--- config.mk ---
export PLATFORM = sky130hd
export DESIGN_NAME = pagerank_iter_engine
export DESIGN_NICKNAME = d
export VERILOG_FILES = /design/src/rtl/pagerank_iter_engine.sv
export SDC_FILE = /design/constraint.sdc
export NUM_CORES = 2
export LEC_CHECK = 0
export CELL_PAD_IN_SITES_DETAIL_PLACEMENT = 0
export CELL_PAD_IN_SITES_GLOBAL_PLACEMENT = 2
export CORE_ASPECT_RATIO = 2
export CORE_MARGIN = 4
export CORE_UTILIZATION = 47
export CTS_CLUSTER_SIZE = 25
export DETAILED_ROUTE_END_ITERATION = 7
export DONT_BUFFER_PORTS = 1
export PLACE_DENSITY = 0.91
export SYNTH_ARGS = -nofsm -noshare
export SYNTH_HDL_FRONTEND = slang
export SYNTH_SLANG_ARGS = --single-unit
--- constraint.sdc ---
create_clock -name clk -period 30.7 [get_ports clk]
set_input_delay 3.07 -clock clk [delete_from_list [all_inputs] [get_ports clk]]
set_output_delay 3.07 -clock clk [all_outputs]
set_load 0.02 [all_outputs]
--- src/rtl/pagerank_iter_engine.sv ---
// Sequential PageRank solver: one edge per cycle through a shared multiplier, double-buffered ranks.
// Optional early exit on convergence when PAGERANK_CONV_EN is defined.
module pagerank_iter_engine #(
   parameter int unsigned      N      = 8,
   parameter int unsigned      WIDTH  = 16,
   parameter int unsigned      ITER_W = 8,
   parameter logic [WIDTH-1:0] DN     = 16'h099A,
   parameter logic [WIDTH-1:0] DB     = 16'hD99A,
   parameter logic [WIDTH-1:0] INIT   = 16'h2000
) (
   input  logic                   clk,
   input  logic                   reset_n,
   input  logic                   start,
   input  logic [N*N-1:0]         adjacency,
   input  logic [N*WIDTH-1:0]     weights,
   input  logic [ITER_W-1:0]      iter_limit,
   input  logic [WIDTH-1:0]       tol,
   output logic                   busy,
   output logic                   done,
   output logic                   converged,
   output logic [ITER_W-1:0]      iter_count,
   input  logic [$clog2(N)-1:0]   rd_addr,
   output logic [WIDTH-1:0]       rd_data
);

   localparam int unsigned IDX_W = $clog2(N);
   localparam int unsigned PW    = 3 * WIDTH;

   typedef enum logic [2:0] {S_IDLE, S_LOAD, S_CALC, S_SWAP, S_DONE} state_t;

   state_t              state_q, state_d;
   logic                busy_d, done_d;
   logic [N-1:0]        adj_row [N];
   logic [N-1:0]        adj_q   [N];
   logic [WIDTH-1:0]    w_in    [N];
   logic [WIDTH-1:0]    w_q     [N];
   logic [WIDTH-1:0]    v_q     [N];
   logic [WIDTH-1:0]    vn_q    [N];
   logic [ITER_W-1:0]   limit_q;
   logic [IDX_W-1:0]    j_q, k_q;
   logic [WIDTH-1:0]    acc_q, acc_next_c, top_c;
   logic [WIDTH:0]      sum_c;
   logic                start_ok_c, row_end_c, last_edge_c, last_iter_c, conv_hit_c;

   for (genvar g = 0; g < N; g++) begin : g_unpack
      assign adj_row[g] = adjacency[g*N +: N];
      assign w_in[g]    = weights[g*WIDTH +: WIDTH];
   end

   assign start_ok_c  = (state_q == S_IDLE) && start;
   assign row_end_c   = (k_q == IDX_W'(N - 1));
   assign last_edge_c = row_end_c && (j_q == IDX_W'(N - 1));
   assign last_iter_c = ((iter_count + ITER_W'(1)) == limit_q);

   // Edge contribution: top WIDTH bits of DB*w*v, saturating accumulate
   always_comb begin
      top_c      = WIDTH'((PW'(DB) * PW'(w_q[k_q]) * PW'(v_q[k_q])) >> (2 * WIDTH));
      sum_c      = {1'b0, acc_q} + {1'b0, top_c};
      acc_next_c = acc_q;
      if (adj_q[j_q][k_q]) begin
         acc_next_c = sum_c[WIDTH] ? '1 : sum_c[WIDTH-1:0];
      end
   end

`ifdef PAGERANK_CONV_EN
   logic [WIDTH-1:0] tol_q, delta_max_q, delta_c;

   always_comb begin
      delta_c = (acc_next_c >= v_q[j_q]) ? (acc_next_c - v_q[j_q]) : (v_q[j_q] - acc_next_c);
   end

   assign conv_hit_c = (delta_max_q <= tol_q);

   // Largest per-node change seen in the current iteration
   always_ff @(posedge clk or negedge reset_n) begin
      if (!reset_n) begin
         tol_q       <= '0;
         delta_max_q <= '0;
      end else begin
         if (start_ok_c) tol_q <= tol;
         if (state_q == S_LOAD || state_q == S_SWAP) begin
            delta_max_q <= '0;
         end else if (state_q == S_CALC && row_end_c && delta_c > delta_max_q) begin
            delta_max_q <= delta_c;
         end
      end
   end
`else
   logic unused_tol;
   assign unused_tol = ^tol;
   assign conv_hit_c = 1'b0;
`endif

   always_ff @(posedge clk or negedge reset_n) begin
      if (!reset_n) begin
         state_q <= S_IDLE;
         busy    <= 1'b0;
         done    <= 1'b0;
      end else begin
         state_q <= state_d;
         busy    <= busy_d;
         done    <= done_d;
      end
   end

   always_comb begin
      state_d = state_q;
      busy_d  = 1'b0;
      done_d  = 1'b0;
      case (state_q)
         S_IDLE:  if (start) state_d = S_LOAD;
         S_LOAD:  state_d = S_CALC;
         S_CALC:  if (last_edge_c) state_d = S_SWAP;
         S_SWAP:  state_d = (conv_hit_c || last_iter_c) ? S_DONE : S_CALC;
         S_DONE:  state_d = S_IDLE;
         default: state_d = S_IDLE;
      endcase
      busy_d = (state_d == S_LOAD) || (state_d == S_CALC) || (state_d == S_SWAP);
      done_d = (state_d == S_DONE);
   end

   // Graph latch, row walk, and buffer swap
   always_ff @(posedge clk or negedge reset_n) begin
      if (!reset_n) begin
         limit_q    <= ITER_W'(1);
         iter_count <= '0;
         converged  <= 1'b0;
         j_q        <= '0;
         k_q        <= '0;
         acc_q      <= DN;
         for (int i = 0; i < N; i++) begin
            adj_q[i] <= '0;
            w_q[i]   <= '0;
            v_q[i]   <= INIT;
            vn_q[i]  <= INIT;
         end
      end else begin
         if (start_ok_c) begin
            limit_q <= (iter_limit == '0) ? ITER_W'(1) : iter_limit;
            for (int i = 0; i < N; i++) begin
               adj_q[i] <= adj_row[i];
               w_q[i]   <= w_in[i];
            end
         end
         case (state_q)
            S_LOAD: begin
               iter_count <= '0;
               converged  <= 1'b0;
               j_q        <= '0;
               k_q        <= '0;
               acc_q      <= DN;
               for (int i = 0; i < N; i++) v_q[i] <= INIT;
            end
            S_CALC: begin
               if (row_end_c) begin
                  vn_q[j_q] <= acc_next_c;
                  acc_q     <= DN;
                  k_q       <= '0;
                  j_q       <= last_edge_c ? '0 : j_q + IDX_W'(1);
               end else begin
                  acc_q <= acc_next_c;
                  k_q   <= k_q + IDX_W'(1);
               end
            end
            S_SWAP: begin
               iter_count <= iter_count + ITER_W'(1);
               converged  <= conv_hit_c;
               for (int i = 0; i < N; i++) v_q[i] <= vn_q[i];
            end
            default: ;
         endcase
      end
   end

   always_comb begin
      rd_data = '0;
      if ({1'b0, rd_addr} < (IDX_W + 1)'(N)) rd_data = v_q[rd_addr];
   end

endmodule
# Yosys cells after proc, flatten, opt, wreduce, memory -nomap -nowiden
# Cells that the tools add are included.
# Widths: inputs -> output; s select.
word_totals:
  reg_bits: 491
  latchBits: 0
  ram_bits: 0
  romBits: 0
  in_bits: 222
  output_inout_bits: 27
  n_memories: 0
op_classes:
  addsub: 4
  multipliers: 2
  div_mod_pow: 0
  n_lt_le_gt_ge: 5
  eq_ne: 11
  n_shift: 0
  muxes: 33
  bitwise_logic: 3
  n_reduce_logical: 11
op_table:
  columns: ["op", "n"]
  rows:
  - ["$pmux 128 s2", 1]
  - ["$mux 16", 10]
  - ["$bmux 16 s3", 3]
  - ["$bwmux 128", 1]
  - ["$demux 16 s3", 1]
  - ["$mul 31x16->47", 1]
  - ["$pmux 16 s2", 1]
  - ["$mul 15x16->31 const A", 1]
  - ["$bmux 8 s3", 1]
  - ["$mux 8", 3]
  - ["$mux 3", 6]
  - ["$add 16x16->17", 1]
  - ["$pmux 8 s2", 1]
  - ["$eq 3x2->1 const B", 4]
  - ["$ge 4x4->1 const B", 3]
  - ["$not 3->4", 3]
  - ["$pmux 3 s2", 2]
  - ["$pmux 3 s4", 1]
  - ["$eq 3x3->1 const B", 3]
  - ["$add 8x1->8 const B", 1]
  - ["$eq 8x8->1", 1]
  - ["$logic_not 8->1", 1]
  - ["$add 3x1->3 const B", 2]
  - ["$eq 3x1->1 const B", 2]
  - ["10 further kinds", 15]

# Logic depth before layout (Yosys ltp)
logic_depth:
  word_depth: 11
  ltp_mapped: 62
  ltp_nobuf: 58

# Least setup slack after synthesis
# No wires, ideal clock.
synth_timing:
  path_kind: "reg2reg"
  from: "register k_q[0]"
  to: "register vn_q[117] in the netlist's numbering"
  arrival_time_ns: 15.383
  setup_slack_ns: 15.193
  stages_incl_launch_ff: 61
  n_path_buf: 7
  cell_sequence: "dfrtp_1 buf_6 buf_1 buf_1 buf_1 mux4_2 mux2_2 ha_1 inv_1 fa_1 fa_1 inv_1 fa_1 fa_1 inv_1 fa_1 inv_1 ha_1 (+25 left out) a31oi_1 a211oi_1 nand2_1 a21o_1 a21oi_1 o21ai_0 xor2_1 ha_1 and3_1 and3_1 o211ai_1 nand3b_1 a21o_1 a21oi_1 o2111ai_1 buf_2 o22a_1 mux2_2"
synth_via:
  elab_chain_len: 10
synth_rtl:
  columns: ["item", "line_no", "source"]
  rows:
  - ["from (decl)", "40", "logic [IDX_W-1:0] j_q, k_q;"]
  - ["from (signal assigned)", "162", "k_q <= k_q + IDX_W'(1);"]
  - ["$not 3->4 (not written as such)", "57", "top_c = WIDTH'((PW'(DB) * PW'(w_q[k_q]) * PW'(v_q[k_q])) >> (2 * WIDTH));"]
  - ["$bmux 16 s3", "57", null]
  - ["$mux 16 (not written as such) (2 in series)", "57", null]
  - ["$mul 15x16->31", "57", null]
  - ["$mul 31x16->47", "57", null]
  - ["$add 16x16->17", "58", "sum_c = {1'b0, acc_q} + {1'b0, top_c};"]
  - ["$mux 16", "61", "acc_next_c = sum_c[WIDTH] ? '1 : sum_c[WIDTH-1:0];"]
  - ["$mux 16", "60", "if (adj_q[j_q][k_q]) begin"]
  - ["$bwmux 128", "156", "vn_q[j_q] <= acc_next_c;"]
  - ["to (signal, indexed assignment)", "156", null]
  - ["to (decl)", "38", "logic [WIDTH-1:0] vn_q [N];"]
# Several ways; a longest one is shown, not always the timed one. The select of a mux whose other input is x is not followed.
# A chain may end at the register's enable or synchronous reset.

# Final worst setup path
layout_timing:
  from: "register k_q[0]"
  to: "register vn_q[110] in the netlist's numbering"
# The elaborated chain is that of the path after synthesis.

==> impl_metrics.yaml <==
critical_path:
  cp_num_buf_inv: 10
  max_stage_delay_ns: 1.01
  rrSetupSlack_ns: 12.96
  crit_required_ns: 31.14
  r2r_end: "vn_q[110]"
  critical_path_class: "flop to flop"
  arrival_ns: 18.18
  crit_start: "k_q[0]"
  cpMaxStageDelayCell: "dfrtp_4"
  setup.worst_path.end: "vn_q[110]"
  end_kind: "flop"
  cp_common_cell: "fa_1"
  reg2reg_from: "k_q[0]"
  worstPathMaxFanout: 41
  path_depth: 56
  ff2ff_path_depth: 56
  cp_top_family: "adder cells"
  start_kind: "flop"
place:
  numPortBuffers: 0
  place_congestion: 0.882
  dp_hpwl_um: 92500
  post_dp_cell_area_sq_um: 44300
sta:
  whs_ns: 0.447
  final.period_utilization: 0.578
  clock_skew_ns: 0.0578
  maxSlewViolCount: 60
  max_freq_mhz: 56.4
  relSlewSlack: -0.0318
  finalHoldViolCount: 0
  worst_pin_slew_ns: 1.55
  min_period_ns: 17.74
  setup-tns-final_ns: 0
  finalSetupViolCount: 0
  rsz0062_at_grt: "no"
yosys:
  ys_ff_latch: 491
  synth_top_area_frac: 0.272
  yosysSeqAreaShare: 0.286
  yosys.cell_types.count: 67
  synth_top_area_cell: "dfrtp_1"
  ys.flop_type: "dfrtp_1"
  synth.net_count: 5074
  synth_compound_area_frac: 0.0551
  synthSimpleGateAreaFrac: 0.112
  netlist_top_cells_area: "dfrtp_1 (27%), fa_1 (23%), mux2_2 (9.5%)"
  synthArstFlopShare: 1.00
  ys_warn_count: 0
  synth.most_common_cell: "inv_1"
  yosys-mux-area-fraction: 0.156
  syn_inst: 4098
  syn_area_per_cell_sq_um: 10.5
  synth_top_family_by_area: "adder cells"
  synth_edf_count: 0
  synth_xor_area_frac: 0.0148
  synthesis.area_sq_um: 43100
  synthTopCellsByCount: "inv_1 (608), nand2_1 (603), fa_1 (486)"
  synthAdderAreaFrac: 0.304
power:
  powerDensity_nw_per_um2: 73.3
  vdd_drop_max_uv: 161
  p_leak_nw: 21.8
global_route:
  grt_pass1_vias: 33071
  grt_max_degree: 492
  grt_usage: 0.256
  antenna_found_initial: 12
  grt_pass1_wl_um: 191000
  gr-total-overflow: 0
clock_network:
  clk_pin_slew_ns: 0.07
  cts_resized: 0
  cts_max_level: 2
  cts_tree: "built"
  post-cts-setup-buffers: 0
  cts_buffers: 44
  cts.sinks: 491
  cts_buffer_depth: 3
  clockRootBuffer: "clkbuf_16"
  cts_hold_buf: 0
  clock_latency_ns: 0.64
floorplanning:
  die_w_um: 222
  rows: 156
  pin_count: 249
  die_y_um: 436
  die-area_sq_um: 96800
  start_util: 0.474
  core_sq_um: 90800
route:
  via_per_inst: 5.71
  route.antenna.remaining_nets: 0
  first_iter_violations: 1557
  drt-total-wl_um: 123000
  drc: 0
  firstDrtPassIters: 5
  via_count: 29781
  wl_per_cell_um: 23.6
run:
  max-cap-violations: 0
hold_path:
  min_path_type: "flop to flop"
final_layout:
  nets: 4964
  areaGrowthSynthToFinish_pct: 6.32
  fillers: 8364
  post-route-cell-area_sq_um: 45800
  drive_above_1_share: 0.163
status:
  status: "finished with violations"
  violations: "slew limit"
==> report_power, final <==
group,switching (W),internal (W)
logic,0.00134,0.000694
clock network,0.000261,0.000294
registers,0.0000368,0.000724
==> layer usage <==
metal	share of wire	track usage
met5	0.00032	0
met4	0.067	0.143
met2	0.56	0.499
met1	0.32	0.254
met3	0.045	0.0376
==> registers in the layout, summed over array words and instances (netlist names) <==
signal and flops:
acc_q 16, adj_q 64, busy 1, done 1
iter_count 8, j_q 3, k_q 3, limit_q 8
state_q 3, v_q 128, vn_q 128, w_q 128
==> cells in the final DEF (no fill, tap or decap), drive strengths merged, types with 51 or more instances in the layout <==
master / synthesis / routed
a21oi: 71 / 71
and2: 52 / 52
buf: 42 / 62
clkbuf: 176 / 60
dfrtp: 468 / 468
fa: 486 / 486
ha: 268 / 268
inv: 608 / 610
mux2: 364 / 364
mux4: 104 / 104
nand2: 603 / 603
nand3: 149 / 149
nor2: 166 / 166
xnor2: 51 / 51
==> tightest hold or removal path, stage by stage (launching register included) <==
cell and delay, ns:
dfrtp_1 0.34, nand3_1 0.07, nand2_1 0.06
==> area by class of cell <==
cell class,count,area (sq um),share of cell area
Sequential cell,491,12300,0.269
Clock inverter,18,219,0.00478
Clock buffer,60,1220,0.0267
Inverter,608,2280,0.0498
Multi-Input combinational cell,2781,27800,0.606
Tap cell,1185,1480,0.0324
Antenna cell,9,22.5,0.000492
Timing Repair Buffer,62,478,0.0104
==> worst min-delay path by stage <==
stage / start / to / slack [ns] / depth (start not counted)
4_1_cts: vn_q[68] / v_q[68] / 0.43 / 2
6_report: vn_q[68] / v_q[68] / 0.45 / 2
2_1_floorplan: v_q[16] / v_q[16] / 0.45 / 2
3_3_place_gp: vn_q[0] / vn_q[0] / 0.46 / 2
5_1_grt: vn_q[68] / v_q[68] / 0.47 / 2
3_5_place_dp: vn_q[77] / v_q[77] / 0.47 / 2
==> per-stage QoR <==
step / worst slack, ns / total power [W] / util / instances
after floorplan: 15.19 / 0.00198 / - / 4098
after global placement: 12.94 / 0.00278 / 0.488 / 5127
after detailed placement: 12.85 / 0.00280 / 0.488 / 5127
after CTS: 12.71 / 0.00337 / 0.504 / 5205
after global routing: 11.76 / 0.00355 / 0.504 / 5212
final: 12.96 / 0.00335 / 0.504 / 5214
==> cells by family after synthesis <==
| kind of cell | count (synthesis) |
|---|---|
| adders and majority gates | 754 |
| other | 1 |
| AOI/OAI and AO/OA | 345 |
| buffers and inverters | 826 |
| and+or+nand+nor | 1113 |
| xor gates and xnor gates | 73 |
| muxes | 495 |
| DFF | 491 |
No activity file was read; power rests on OpenSTA's default activity.
